==> config.mk <==
export PLATFORM = sky130hd
export DESIGN_NAME = seq_divider_param_flat
export DESIGN_NICKNAME = d
export VERILOG_FILES = /design/src/rtl/seq_divider_if.sv /design/src/rtl/seq_divider_param.sv /design/src/flat_wrapper.sv
export SDC_FILE = /design/constraint.sdc
export NUM_CORES = 1
export LEC_CHECK = 0
export BUFFER_PORTS_ARGS = -buffer_cell sky130_fd_sc_hd__buf_2
export CAP_MARGIN = 10
export CORE_UTILIZATION = 60
export DETAILED_ROUTE_END_ITERATION = 10
export HOLD_SLACK_MARGIN = 0.15
export PLACE_DENSITY = 0.88
export SLEW_MARGIN = 30
export SYNTH_ARGS = -nofsm -noshare
export SYNTH_HDL_FRONTEND = slang
export SYNTH_SLANG_ARGS = --single-unit
export TNS_END_PERCENT = 1
==> constraint.sdc <==
create_clock -name clk -period 4.5 [get_ports clk]
set_input_delay 0.45 -clock clk [delete_from_list [all_inputs] [get_ports clk]]
set_output_delay 0.45 -clock clk [all_outputs]
set_load 0.005 [all_outputs]
==> src/rtl/seq_divider_if.sv <==
// Operand/result handshake bundle for seq_divider_param.
// The div_signed field exists only when SEQ_DIVIDER_SIGNED_EN is defined.
interface seq_divider_if #(
    parameter int unsigned W    = 16,
    parameter int unsigned FRAC = 8
);
    localparam int unsigned QW = W + FRAC;

    logic          in_valid;
    logic          in_ready;
    logic [W-1:0]  dividend;
    logic [W-1:0]  divisor;
    logic          out_valid;
    logic          out_ready;
    logic [QW-1:0] quotient;
    logic [W-1:0]  remainder;
    logic          div_by_zero;
    logic          busy;
`ifdef SEQ_DIVIDER_SIGNED_EN
    logic          div_signed;
`endif

    modport master (
`ifdef SEQ_DIVIDER_SIGNED_EN
        output div_signed,
`endif
        output in_valid, dividend, divisor, out_ready,
        input  in_ready, out_valid, quotient, remainder, div_by_zero, busy
    );

    modport slave (
`ifdef SEQ_DIVIDER_SIGNED_EN
        input  div_signed,
`endif
        input  in_valid, dividend, divisor, out_ready,
        output in_ready, out_valid, quotient, remainder, div_by_zero, busy
    );
endinterface

==> src/rtl/seq_divider_param.sv <==
// Multi-cycle restoring divider: quotient = (dividend << FRAC) / divisor, one bit per cycle.
// Define SEQ_DIVIDER_SIGNED_EN to add two's-complement operands (one extra fix-up cycle).
module seq_divider_param #(
    parameter int unsigned W    = 16,
    parameter int unsigned FRAC = 8
) (
    input logic          clk,
    input logic          rst,
    seq_divider_if.slave bus
);
    localparam int unsigned QW = W + FRAC;
    localparam int unsigned CW = $clog2(QW + 1);

    typedef enum logic [1:0] {StIdle, StCalc, StFix, StDone} state_e;

    state_e        state_q, state_d;
    logic [QW-1:0] dvd_q, dvd_d;
    logic [QW-1:0] quot_q, quot_d;
    logic [W-1:0]  part_q, part_d;
    logic [W-1:0]  dvs_q, dvs_d;
    logic [CW-1:0] cnt_q, cnt_d;
    logic          dbz_q, dbz_d;

    logic [W-1:0]  mag_a, mag_b;
    logic [W:0]    shifted, trial;

`ifdef SEQ_DIVIDER_SIGNED_EN
    logic neg_a, neg_b, sat_now;
    logic neg_quot_q, neg_quot_d;
    logic neg_rem_q, neg_rem_d;
    logic sat_q, sat_d;

    assign neg_a   = bus.div_signed & bus.dividend[W-1];
    assign neg_b   = bus.div_signed & bus.divisor[W-1];
    assign mag_a   = neg_a ? -bus.dividend : bus.dividend;
    assign mag_b   = neg_b ? -bus.divisor : bus.divisor;
    // Most negative / -1 overflows the positive quotient range.
    assign sat_now = neg_a & neg_b & (bus.dividend == {1'b1, {(W-1){1'b0}}}) &
                     (bus.divisor == {W{1'b1}});
`else
    assign mag_a = bus.dividend;
    assign mag_b = bus.divisor;
`endif

    // Partial remainder always stays below the divisor, so trial[W] is a clean borrow flag.
    assign shifted = {part_q, dvd_q[QW-1]};
    assign trial   = shifted - {1'b0, dvs_q};

    always_comb begin
        state_d = state_q;
        dvd_d   = dvd_q;
        quot_d  = quot_q;
        part_d  = part_q;
        dvs_d   = dvs_q;
        cnt_d   = cnt_q;
        dbz_d   = dbz_q;
`ifdef SEQ_DIVIDER_SIGNED_EN
        neg_quot_d = neg_quot_q;
        neg_rem_d  = neg_rem_q;
        sat_d      = sat_q;
`endif
        unique case (state_q)
            StIdle: begin
                if (bus.in_valid) begin
                    dvs_d  = mag_b;
                    dvd_d  = QW'(mag_a) << FRAC;
                    part_d = '0;
                    quot_d = '0;
                    cnt_d  = '0;
                    dbz_d  = 1'b0;
`ifdef SEQ_DIVIDER_SIGNED_EN
                    neg_quot_d = neg_a ^ neg_b;
                    neg_rem_d  = neg_a;
                    sat_d      = sat_now;
`endif
                    if (bus.divisor == '0) begin
                        quot_d  = '1;
                        part_d  = bus.dividend;
                        dbz_d   = 1'b1;
                        state_d = StDone;
                    end else begin
                        state_d = StCalc;
                    end
                end
            end
            StCalc: begin
                dvd_d = dvd_q << 1;
                if (!trial[W]) begin
                    part_d = trial[W-1:0];
                    quot_d = {quot_q[QW-2:0], 1'b1};
                end else begin
                    part_d = shifted[W-1:0];
                    quot_d = {quot_q[QW-2:0], 1'b0};
                end
                cnt_d = cnt_q + 1'b1;
                if (cnt_q == CW'(QW - 1)) begin
`ifdef SEQ_DIVIDER_SIGNED_EN
                    state_d = StFix;
`else
                    state_d = StDone;
`endif
                end
            end
            StFix: begin
`ifdef SEQ_DIVIDER_SIGNED_EN
                if (sat_q) begin
                    quot_d = {1'b0, {(QW-1){1'b1}}};
                    part_d = '0;
                end else begin
                    if (neg_quot_q) quot_d = -quot_q;
                    if (neg_rem_q)  part_d = -part_q;
                end
                state_d = StDone;
`else
                state_d = StIdle;
`endif
            end
            StDone: begin
                if (bus.out_ready) begin
                    dbz_d   = 1'b0;
                    state_d = StIdle;
                end
            end
            default: state_d = StIdle;
        endcase
    end

    always_ff @(posedge clk or posedge rst) begin
        if (rst) begin
            state_q <= StIdle;
            dvd_q   <= '0;
            quot_q  <= '0;
            part_q  <= '0;
            dvs_q   <= '0;
            cnt_q   <= '0;
            dbz_q   <= 1'b0;
        end else begin
            state_q <= state_d;
            dvd_q   <= dvd_d;
            quot_q  <= quot_d;
            part_q  <= part_d;
            dvs_q   <= dvs_d;
            cnt_q   <= cnt_d;
            dbz_q   <= dbz_d;
        end
    end

`ifdef SEQ_DIVIDER_SIGNED_EN
    always_ff @(posedge clk or posedge rst) begin
        if (rst) begin
            neg_quot_q <= 1'b0;
            neg_rem_q  <= 1'b0;
            sat_q      <= 1'b0;
        end else begin
            neg_quot_q <= neg_quot_d;
            neg_rem_q  <= neg_rem_d;
            sat_q      <= sat_d;
        end
    end
`endif

    assign bus.in_ready    = (state_q == StIdle);
    assign bus.out_valid   = (state_q == StDone);
    assign bus.busy        = (state_q != StIdle);
    assign bus.quotient    = quot_q;
    assign bus.remainder   = part_q;
    assign bus.div_by_zero = dbz_q & (state_q == StDone);
endmodule

==> src/flat_wrapper.sv <==
// flat-port wrapper written by rule: the top's interface ports become plain ports
module seq_divider_param_flat 
#(
    parameter int unsigned W    = 16,
    parameter int unsigned FRAC = 8
)
  (clk, rst, bus_in_valid, bus_dividend, bus_divisor, bus_out_ready, bus_in_ready, bus_out_valid, bus_quotient, bus_remainder, bus_div_by_zero, bus_busy);
  seq_divider_if #(.W(W), .FRAC(FRAC)) bus_i ();
  input logic clk;
  input logic rst;
  input wire logic [$bits(bus_i.in_valid)-1:0] bus_in_valid;
  input wire logic [$bits(bus_i.dividend)-1:0] bus_dividend;
  input wire logic [$bits(bus_i.divisor)-1:0] bus_divisor;
  input wire logic [$bits(bus_i.out_ready)-1:0] bus_out_ready;
  output wire logic [$bits(bus_i.in_ready)-1:0] bus_in_ready;
  output wire logic [$bits(bus_i.out_valid)-1:0] bus_out_valid;
  output wire logic [$bits(bus_i.quotient)-1:0] bus_quotient;
  output wire logic [$bits(bus_i.remainder)-1:0] bus_remainder;
  output wire logic [$bits(bus_i.div_by_zero)-1:0] bus_div_by_zero;
  output wire logic [$bits(bus_i.busy)-1:0] bus_busy;
  assign bus_i.in_valid = bus_in_valid;
  assign bus_i.dividend = bus_dividend;
  assign bus_i.divisor = bus_divisor;
  assign bus_i.out_ready = bus_out_ready;
  assign bus_in_ready = bus_i.in_ready;
  assign bus_out_valid = bus_i.out_valid;
  assign bus_quotient = bus_i.quotient;
  assign bus_remainder = bus_i.remainder;
  assign bus_div_by_zero = bus_i.div_by_zero;
  assign bus_busy = bus_i.busy;
  seq_divider_param #(.W(W), .FRAC(FRAC)) u_core (.clk(clk), .rst(rst), .bus(bus_i));
endmodule
==> flow_summary.yaml <==
routing:
  postRouteAntennaNets: 0
  route.detailed.drc: 0
  viasPerCell: 6.137
  drtIter0Drc: 299
  drt-total-wl_um: 9800
  post_drt_wl_per_cell_um: 16.53
  vias: 3639
  first_pass_iters: 8
synthesis:
  synth.largest_area_cell: "dfrtp_1"
  syn_nets: 480
  yosys_warnings: 0
  synth.distinct_cells: 54
  synth_edf_count: 0
  syn_inst: 426
  seq_area_frac_synth: 0.4725
  synth_most_common_cell: "dfrtp_1"
  postSynthAreaPerCell_um2: 9.945
  synth-main-ff-cell: "dfrtp_1"
  synth.top_cell.area_share: 0.4725
  synth-seq-cells: 80
  ys_top_cells_by_count: "dfrtp_1 (80), nand2_1 (43), o21ai_0 (39)"
  synth_area_leaders: "dfrtp_1 (47%), a221o_1 (5.7%), ha_1 (5.0%)"
  synth_async_sr_flop_share: 1.000
  syn-cell-area_um2: 4237
clocking:
  cts_buffers: 9
  htree_levels: 3
  path_clk_slew_ps: 90
  clock-sinks: 80
  hold_buffers: 0
  clockBufferDepth: 2
  cts_setup_buffers: 0
  cts_tree: "done"
  clock_latency_ps: 350
  cts_root_buffer: "clkbuf_8"
  post_cts_resized: 0
timing:
  timing.final.crit_share: 0.7182
  setup_viol: 0
  layout_min_cycle_time_ps: 3232
  finClkSkew_ps: 10.26
  finalHoldViolCount: 0
  holdWs_ps: 188.9
  rsz0062_at_grt: "false"
  relSlewSlack: 0.4065
  setup-tns-final_ps: 0
  drv_slew: 0
  clock.fmax_mhz: 309.4
  worst_pin_slew_ps: 886.3
run_status:
  outcome: "complete, no violations"
pwr:
  p_per_area_nw_per_um2: 871.1
  p_clk_frac: 0.130
  intPower_w: 0.002457
  total_power_w: 0.004288
  ir_drop_mv: 0.4904
  leakagePower_nw: 2.372
  switching_share: 0.4271
  p_switching_w: 0.001831
  p_comb_frac: 0.558
  pwr-share-seq: 0.312
floorplanning:
  num_rows: 30
  fp.dieH_um: 86.03
  die_x_um: 86.03
  ios: 80
  dieArea_um2: 7401
  start_util: 0.6236
  coreArea_um2: 6794
global_route:
  grt_start_max_net_pins: 47
  grt_pass1_wl_um: 15670
  antenna_found_initial: 1
  grt_remaining_overflow: 0
  gr-usage-all-layers: 0.2721
  grt_pass1_vias: 3292
final_layout:
  nNetsFinal: 546
  nFillCells: 499
  stdcell_count: 593
  layout-drive-gt1-share: 0.2274
  syn2layout_area_growth_pct: 16.18
  post-route-util: 0.7245
  num_antenna_cells: 0
critical_path:
  r2r_cells: 10
  rr_startpoint: "u_core.dvd_q[23]"
  endpoint_kind: "flip-flop"
  cp_max_fo: 22
  critical_path_class: "flip-flop to flip-flop"
  critPathRequiredTime_ps: 4780
  r2r_setup_slack_ps: 1270
  slowest_delay_ps: 590
  worstPathArrival_ps: 3510
  crit_slowest_cell: "a311o_2"
  critPathLaunch: "u_core.dvd_q[23]"
  path_cells: "inv_1, ha_1, fa_1, nor2b_1, o211ai_1, a31oi_2, a21oi_1, a311o_2, or4b_1, nand3_1"
  r2r-end: "u_core.bus.remainder[8]"
  startpoint_type: "flip-flop"
run:
  maxCapViolCount: 0
hold_path:
  hp-class: "input port to asynchronous set/reset pin"
placed_design:
  gp_congestion: 0.8653
  port_buffers: 79
  place_inst: 577
  dpl.hpwl_um: 6976
-- worst max-delay path, delay by kind of cell (launching register included) --
kind                     cells  cell delay, ps
flip-flops                   1             360
AO/OA/AOI/OAI                4            1300
AND/OR/NAND/NOR              3             820
adder cells (fa/ha/maj)      2             610
buffers and inverters        1              60
-- power by group through the flow --
stage | Sequential (W) | Combinational, W | Clock [W]
final | 0.00134 | 0.00239 | 0.000557
after global routing | 0.00138 | 0.00266 | 0.000586
after CTS | 0.00134 | 0.00239 | 0.000560
after detailed placement | 0.00135 | 0.00236 | 0
after global placement | 0.00133 | 0.00226 | 0
after floorplan | 0.00128 | 0.00185 | 0
-- state kept, by name, summed over array words and instances, names as in the netlist --
name / count
u_core.bus.quotient: 24
u_core.dvs_q: 16
u_core.dbz_q: 1
u_core.cnt_q: 5
u_core.bus.remainder: 16
u_core.dvd_q: 16
u_core.state_q: 2
-- logic make-up (layout without fill, tap and decap cells) --
| group | count (synthesis) | in the layout | share of synthesized area |
|---|---|---|---|
| AOI/OAI and AO/OA | 151 | 151 | 0.2437 |
| and+or+nand+nor | 96 | 96 | 0.1164 |
| DFF | 80 | 80 | 0.4725 |
| buffers and inverters | 54 | 125 | 0.04991 |
| adders and majority gates | 18 | 18 | 0.05493 |
| muxes | 16 | 16 | 0.03987 |
| xor gates and xnor gates | 11 | 11 | 0.02274 |
-- per-layer routing --
layer,global-route usage,wire (um),share of wire
met5,0,0,0
met3,0.06064,670,0.068
met2,0.4408,4749,0.48
met1,0.3663,4248,0.43
met4,0.08333,131,0.013
-- layout make-up --
cell class | instances | area (um2) | share of cell area
Tap cell | 96 | 120.1 | 0.02440
Sequential cell | 80 | 2002 | 0.4067
Clock inverter | 7 | 85.08 | 0.01729
Multi-Input combinational cell | 292 | 2041 | 0.4146
Inverter | 24 | 90.09 | 0.01830
Timing Repair Buffer | 85 | 460.4 | 0.09354
Clock buffer | 9 | 123.9 | 0.02517
-- cells in the final DEF, fill, tap and decap left out, types with 4 or more instances in the layout --
master     n
dfrtp_1   80
buf_2     79
nand2_1   43
o21ai_0   39
a21oi_1   27
a221o_1   24
inv_1     23
ha_1      17
and3b_1   12
o21ai_1   12
a22oi_1   12
mux2i_1   12
nor2_1     9
clkbuf_8   9
xnor2_1    8
nand3_1    6
a31oi_1    6
a22o_1     5
buf_4      5
and2_1     4
nor4_1     4
o21a_1     4
-- through the flow --
step / instance area [um2] / setup WS (ps)
4_1_cts: 4922 / 1292
3_3_place_gp: 4684 / 1215
2_1_floorplan: 4237 / 1845
5_1_grt: 4922 / 1078
6_report: 4922 / 1268
3_5_place_dp: 4713 / 1345
-- how the worst max path moves through the flow --
stage	endpoint	slack (ps)	depth (start not counted)
floorplan	u_core.bus.remainder[8]	1840	9
finish	u_core.bus.remainder[8]	1270	10
global placement	u_core.bus.remainder[1]	1210	9
detailed placement	u_core.bus.remainder[8]	1350	9
CTS	u_core.bus.remainder[8]	1290	9
global route	u_core.bus.remainder[8]	1080	9
Note: power is estimated with default switching activity, not from simulation.
